### src/rtl/hour_display_scan.sv
// Multiplexed HH:MM driver for a 4-digit common-cathode 7-segment display.
// It blanks at the start of each slot, snapshots the inputs once per frame, and handles dashes, blinking and leading zero.
module hour_display_scan #(
  parameter int SCAN_DIV     = 1000,
  parameter int BLANK_CYC    = 8,
  parameter int BLINK_FRAMES = 125,
  parameter int LZ_BLANK     = 1
) (
  input  logic       clock,
  input  logic       reset_n,
  input  logic [1:0] hour10,
  input  logic [3:0] hour,
  input  logic [2:0] minute10,
  input  logic [3:0] minute,
  input  logic       colon_en,
  input  logic [1:0] edit_sel,
  output logic [3:0] digit_sel,
  output logic [6:0] seg,
  output logic       dp
);
  localparam int PW = (SCAN_DIV > 1) ? $clog2(SCAN_DIV) : 1;
  localparam int FW = (BLINK_FRAMES > 1) ? $clog2(BLINK_FRAMES) : 1;
  localparam logic [PW-1:0] P_LAST  = PW'(SCAN_DIV - 1);
  localparam logic [PW-1:0] P_BLANK = PW'(BLANK_CYC);
  localparam logic [FW-1:0] F_LAST  = FW'(BLINK_FRAMES - 1);

  logic [PW-1:0] r_presc;
  logic [1:0]    r_idx;
  logic [FW-1:0] r_frame;
  logic          r_blink;
  logic [1:0]    r_h10;
  logic [3:0]    r_h;
  logic [2:0]    r_m10;
  logic [3:0]    r_m;

  logic       w_h_bad, w_m_bad, w_hours, w_blank, w_blink_off;
  logic [3:0] w_val;
  logic [6:0] w_pat, w_seg;

  function automatic logic [6:0] dec7(input logic [3:0] v);
    case (v)
      4'd0: dec7 = 7'h3F;  4'd1: dec7 = 7'h06;  4'd2: dec7 = 7'h5B;
      4'd3: dec7 = 7'h4F;  4'd4: dec7 = 7'h66;  4'd5: dec7 = 7'h6D;
      4'd6: dec7 = 7'h7D;  4'd7: dec7 = 7'h07;  4'd8: dec7 = 7'h7F;
      4'd9: dec7 = 7'h6F;  default: dec7 = 7'h40;
    endcase
  endfunction

  always_comb begin
    w_h_bad = (r_h10 > 2'd2) || (r_h > 4'd9) || ((r_h10 == 2'd2) && (r_h > 4'd3));
    w_m_bad = (r_m10 > 3'd5) || (r_m > 4'd9);
    w_hours = ~r_idx[1];
    w_blank = (r_presc < P_BLANK);
    w_blink_off = ~r_blink && ((edit_sel_l() == 2'b01 && w_hours) ||
                               (edit_sel_l() == 2'b10 && !w_hours));
    case (r_idx)
      2'd0:    w_val = {2'b00, r_h10};
      2'd1:    w_val = r_h;
      2'd2:    w_val = {1'b0, r_m10};
      default: w_val = r_m;
    endcase
    w_pat = dec7(w_val);
    // Field-level precedence: blink-off beats dash beats leading-zero blank.
    if (w_blink_off)                                     w_seg = 7'h00;
    else if (w_hours ? w_h_bad : w_m_bad)                w_seg = 7'h40;
    else if (LZ_BLANK != 0 && r_idx == 2'd0 && r_h10 == 2'd0) w_seg = 7'h00;
    else                                                 w_seg = w_pat;
  end

  // edit_sel is a live control, not part of the snapshot.
  function automatic logic [1:0] edit_sel_l();
    edit_sel_l = edit_sel;
  endfunction

  always_ff @(negedge clock) begin
    if (!reset_n) begin
      r_presc   <= '0;
      r_idx     <= '0;
      r_frame   <= '0;
      r_blink   <= 1'b1;
      r_h10     <= '0;
      r_h       <= '0;
      r_m10     <= '0;
      r_m       <= '0;
      digit_sel <= '0;
      seg       <= '0;
      dp        <= 1'b0;
    end else begin
      if (r_presc == '0 && r_idx == 2'd0) begin
        r_h10 <= hour10;
        r_h   <= hour;
        r_m10 <= minute10;
        r_m   <= minute;
      end
      if (r_presc == P_LAST) begin
        r_presc <= '0;
        r_idx   <= r_idx + 2'd1;
        if (r_idx == 2'd3) begin
          if (r_frame == F_LAST) begin
            r_frame <= '0;
            r_blink <= ~r_blink;
          end else begin
            r_frame <= r_frame + 1'b1;
          end
        end
      end else begin
        r_presc <= r_presc + 1'b1;
      end
      if (w_blank) begin
        digit_sel <= '0;
        seg       <= '0;
        dp        <= 1'b0;
      end else begin
        digit_sel <= 4'b1000 >> r_idx;
        seg       <= w_seg;
        dp        <= colon_en & r_blink & (r_idx == 2'd1);
      end
    end
  end
endmodule
### config.mk
export PLATFORM = sky130hd
export DESIGN_NAME = hour_display_scan
export DESIGN_NICKNAME = d
export VERILOG_FILES = /design/src/rtl/hour_display_scan.sv
export SDC_FILE = /design/constraint.sdc
export NUM_CORES = 1
export LEC_CHECK = 0
export CORE_MARGIN = 5
export CORE_UTILIZATION = 30
export CTS_CLUSTER_SIZE = 40
export DETAILED_ROUTE_END_ITERATION = 7
export SYNTH_ARGS = -nofsm -noshare
export SYNTH_HDL_FRONTEND = slang
export SYNTH_SLANG_ARGS = --single-unit
### constraint.sdc
create_clock -name clock -period 2.16 [get_ports clock]
set_input_delay 0.216 -clock clock [delete_from_list [all_inputs] [get_ports clock]]
set_output_delay 0.216 -clock clock [all_outputs]
set_load 0.02 [all_outputs]
==> impl_metrics.json, run 1 <==
{
  "crit_family": "flip-flops",
  "synth_cell_types": 46,
  "maxCapViolCount": 0,
  "drcViolationCount": 0,
  "crit_chain": "buf_2",
  "grtUsageMet1_pct": 14.1,
  "fin_tns_setup_ns": 0,
  "worstPathArrival_ns": 1.89,
  "gp_congestion": 0.774,
  "via_per_inst": 4.62,
  "cts_tree": "built",
  "post-route-util_pct": 44.1,
  "first_pass_iters": 4,
  "worstHoldPathType": "reg2reg",
  "num_vias": 1984,
  "relSlewSlack_pct": 66.6,
  "fp.dieH_um": 95.0,
  "clockBufferDepth": 2,
  "cts_hold_buf": 0,
  "diodes": 0,
  "r2r_slack_ns": 0.10,
  "grt_pass1_wl_um": 8250,
  "path_class": "reg2out",
  "cts.sinks": 45,
  "syn_nets": 264,
  "synth_area_mm2": 0.00217,
  "io_pins": 30,
  "nFillCells": 724,
  "totalWireLength_um": 4900,
  "dp_hpwl_um": 3360,
  "status": "finished clean",
  "critPathCaptureType": "output port",
  "power_leakage_nw": 1.41,
  "total_power_mw": 1.93,
  "detail_route.wl_per_cell_um": 11.4,
  "port_buffers": 29,
  "vdd.ir_drop.worst_uv": 222,
  "cts-buffers-inserted": 5,
  "finalHoldViolations": 0,
  "yosys_warnings": 0,
  "dieArea_mm2": 0.00903,
  "grt_usage_pct": 11.4,
  "die_w_um": 95.0,
  "floorplan.initialDensity_pct": 30.4,
  "clk_pin_slew_ns": 0.04,
  "antenna_found_initial": 0,
  "postSynthAreaPerCell_um2": 9.35,
  "slowest_delay_ns": 0.30,
  "crit_path_top_delay_cell": "dfxtp_1",
  "grt_pass1_vias": 1962,
  "drt_iter0_markers": 56,
  "overflow": 0,
  "rsz0062_at_grt": "true",
  "ant_nets": 0,
  "met3_usage_pct": 5.68,
  "critPathLaunchType": "flip-flop",
  "pre_cts_slack_ns": -0.651,
  "std_cell_rows": 31,
  "fin_skew_ns": 0.0184,
  "postSynthCellCount": 232,
  "nNetsFinal": 361,
  "setup_ws_ns": 0.0554,
  "grt.busiest_layer": "met2",
  "path_buf_inv": 1,
  "synth_seq_area_share_pct": 41.5,
  "tightest_slew_ns": 0.500,
  "area_growth_pct": 45.2,
  "setup_violations": 0,
  "root_buffer": "clkbuf_8",
  "insertion_delay_ns": 0.37,
  "power_density_mw_per_mm2": 613,
  "slew_viol_final": 0,
  "drive_gt1_share_pct": 23.9,
  "crit_path_max_fanout": 1,
  "grt_max_degree": 22,
  "ys_ff_latch": 45,
  "cp.required_ns": 1.94,
  "grt_use_met2_pct": 16.4,
  "htreeDepth": 2,
  "coreArea_mm2": 0.00714
}
power by group:
| part | leakage (nW) | internal [mW] | switching, mW |
|---|---|---|---|
| sequential | 0.367 | 0.862 | 0.0275 |
| combinational | 0.753 | 0.116 | 0.102 |
| clock | 0.286 | 0.331 | 0.492 |
per-stage QoR:
stage | area, um^2 | cells | hold WS, ns
after CTS | 3070 | 428 | 0.469
after global placement | 2700 | 371 | 0.444
after global routing | 3150 | 429 | 0.523
after floorplan | 2190 | 232 | 0.430
after detailed placement | 2700 | 371 | 0.461
final | 3150 | 429 | 0.463
flip-flops by register name (all words and copies together), names as in the netlist:
signal and count:
digit_sel 4, dp 1, r_blink 1, r_frame 7, r_h 4, r_h10 2, r_idx 2, r_m 4
r_m10 3, r_presc 10, seg 7
Yosys cell counts, drive strengths merged:
cell | number | share of area, %
o311ai | 1 | 0.40
ha | 14 | 8.1
a21oi | 10 | 2.3
nor4 | 5 | 1.7
nand4b | 1 | 0.40
a211oi | 1 | 0.35
a22oi | 1 | 0.35
o31ai | 1 | 0.35
mux2i | 16 | 7.4
or3b | 1 | 0.52
and2 | 2 | 0.58
nor4b | 2 | 0.81
or4 | 2 | 0.69
a21boi | 1 | 0.35
buf | 4 | 1.2
o21ai | 7 | 1.8
nor4bb | 1 | 0.46
clkbuf | 3 | 0.52
nor3 | 6 | 1.4
and3 | 4 | 1.2
a21bo | 1 | 0.46
nor2b | 17 | 4.9
nand3b | 1 | 0.35
nand4 | 5 | 1.4
xor2 | 3 | 1.2
and4 | 2 | 0.81
and3b | 2 | 0.81
or3 | 4 | 1.2
nor2 | 18 | 3.1
o21bai | 1 | 0.35
a222oi | 2 | 0.92
a2111oi | 2 | 0.81
xnor2 | 8 | 3.2
dfxtp | 45 | 42
or2 | 2 | 0.58
nand2 | 12 | 2.1
nand3 | 7 | 1.6
mux2 | 1 | 0.52
a31oi | 1 | 0.29
inv | 13 | 2.2
a221o | 1 | 0.46
a221oi | 1 | 0.40
worst paths after layout:
check	from	cells past startpoint	endpoint
worst max-delay path	seg[4]	1	seg[4]
worst min-delay path	r_presc[0]	1	r_presc[0]
worst max register to register	r_idx[1]	8	seg[2]
worst min register to register	r_presc[0]	1	r_presc[0]
metal layers:
layer	wire length, um	part of all wire (%)	vias up
met5	0	0	-
met4	11	0.22	0
met3	314	6.4	2
met2	2270	46	42
met1	2300	47	924
li1	-	-	1016
cell usage in the layout (no fill, tap or decap), types with 5 or more instances in the layout:
cell | netlist | final
inv_1 | 13 | 54
dfxtp_1 | 45 | 43
buf_4 | 0 | 22
nor2_1 | 18 | 18
nor2b_1 | 17 | 17
mux2i_1 | 16 | 15
clkdlybuf4s50_1 | 0 | 14
buf_2 | 2 | 12
nand2_1 | 12 | 11
a21oi_1 | 10 | 8
xnor2_1 | 8 | 8
ha_1 | 14 | 7
nand3_1 | 7 | 6
ha_4 | 0 | 6
nand4_1 | 5 | 5
o21ai_0 | 6 | 5
clkbuf_8 | 0 | 5
area by class of cell:
type	count	area, um^2	share of cell area, %
Clock buffer	5	68.8	2.19
Clock inverter	48	184	5.84
Inverter	12	55.1	1.75
Multi-Input combinational cell	167	1400	44.3
Sequential cell	45	908	28.8
Tap cell	99	124	3.93
Timing Repair Buffer	53	414	13.2
repair_timing:
action                     CTS  global route
setup endpoints to repair   19             7
resized for setup           83            16
pin swaps                   11             8
buffers inserted             5             1
kinds of logic after synthesis:
family / synth area share (%)
AOI/OAI and AO/OA: 9.57
xor gates and xnor gates: 4.44
adders and majority gates: 8.07
buffers and inverters: 3.92
DFF: 41.5
muxes: 7.90
and+or+nand+nor: 24.6
No activity file was read; power rests on OpenSTA's default activity.
==> inputs of run 2 (changes only) <==
Settings changed: ABC_CLOCK_PERIOD_IN_PS set to 2160.
==> results of run 2 <==
Final layout, timing and power as in run 1 (identical DEF).
==> inputs of run 3 (changes only) <==
Settings changed: CTS_CLUSTER_DIAMETER set to 100.
==> results of run 3 <==
Final layout, timing and power as in run 1 (identical DEF).
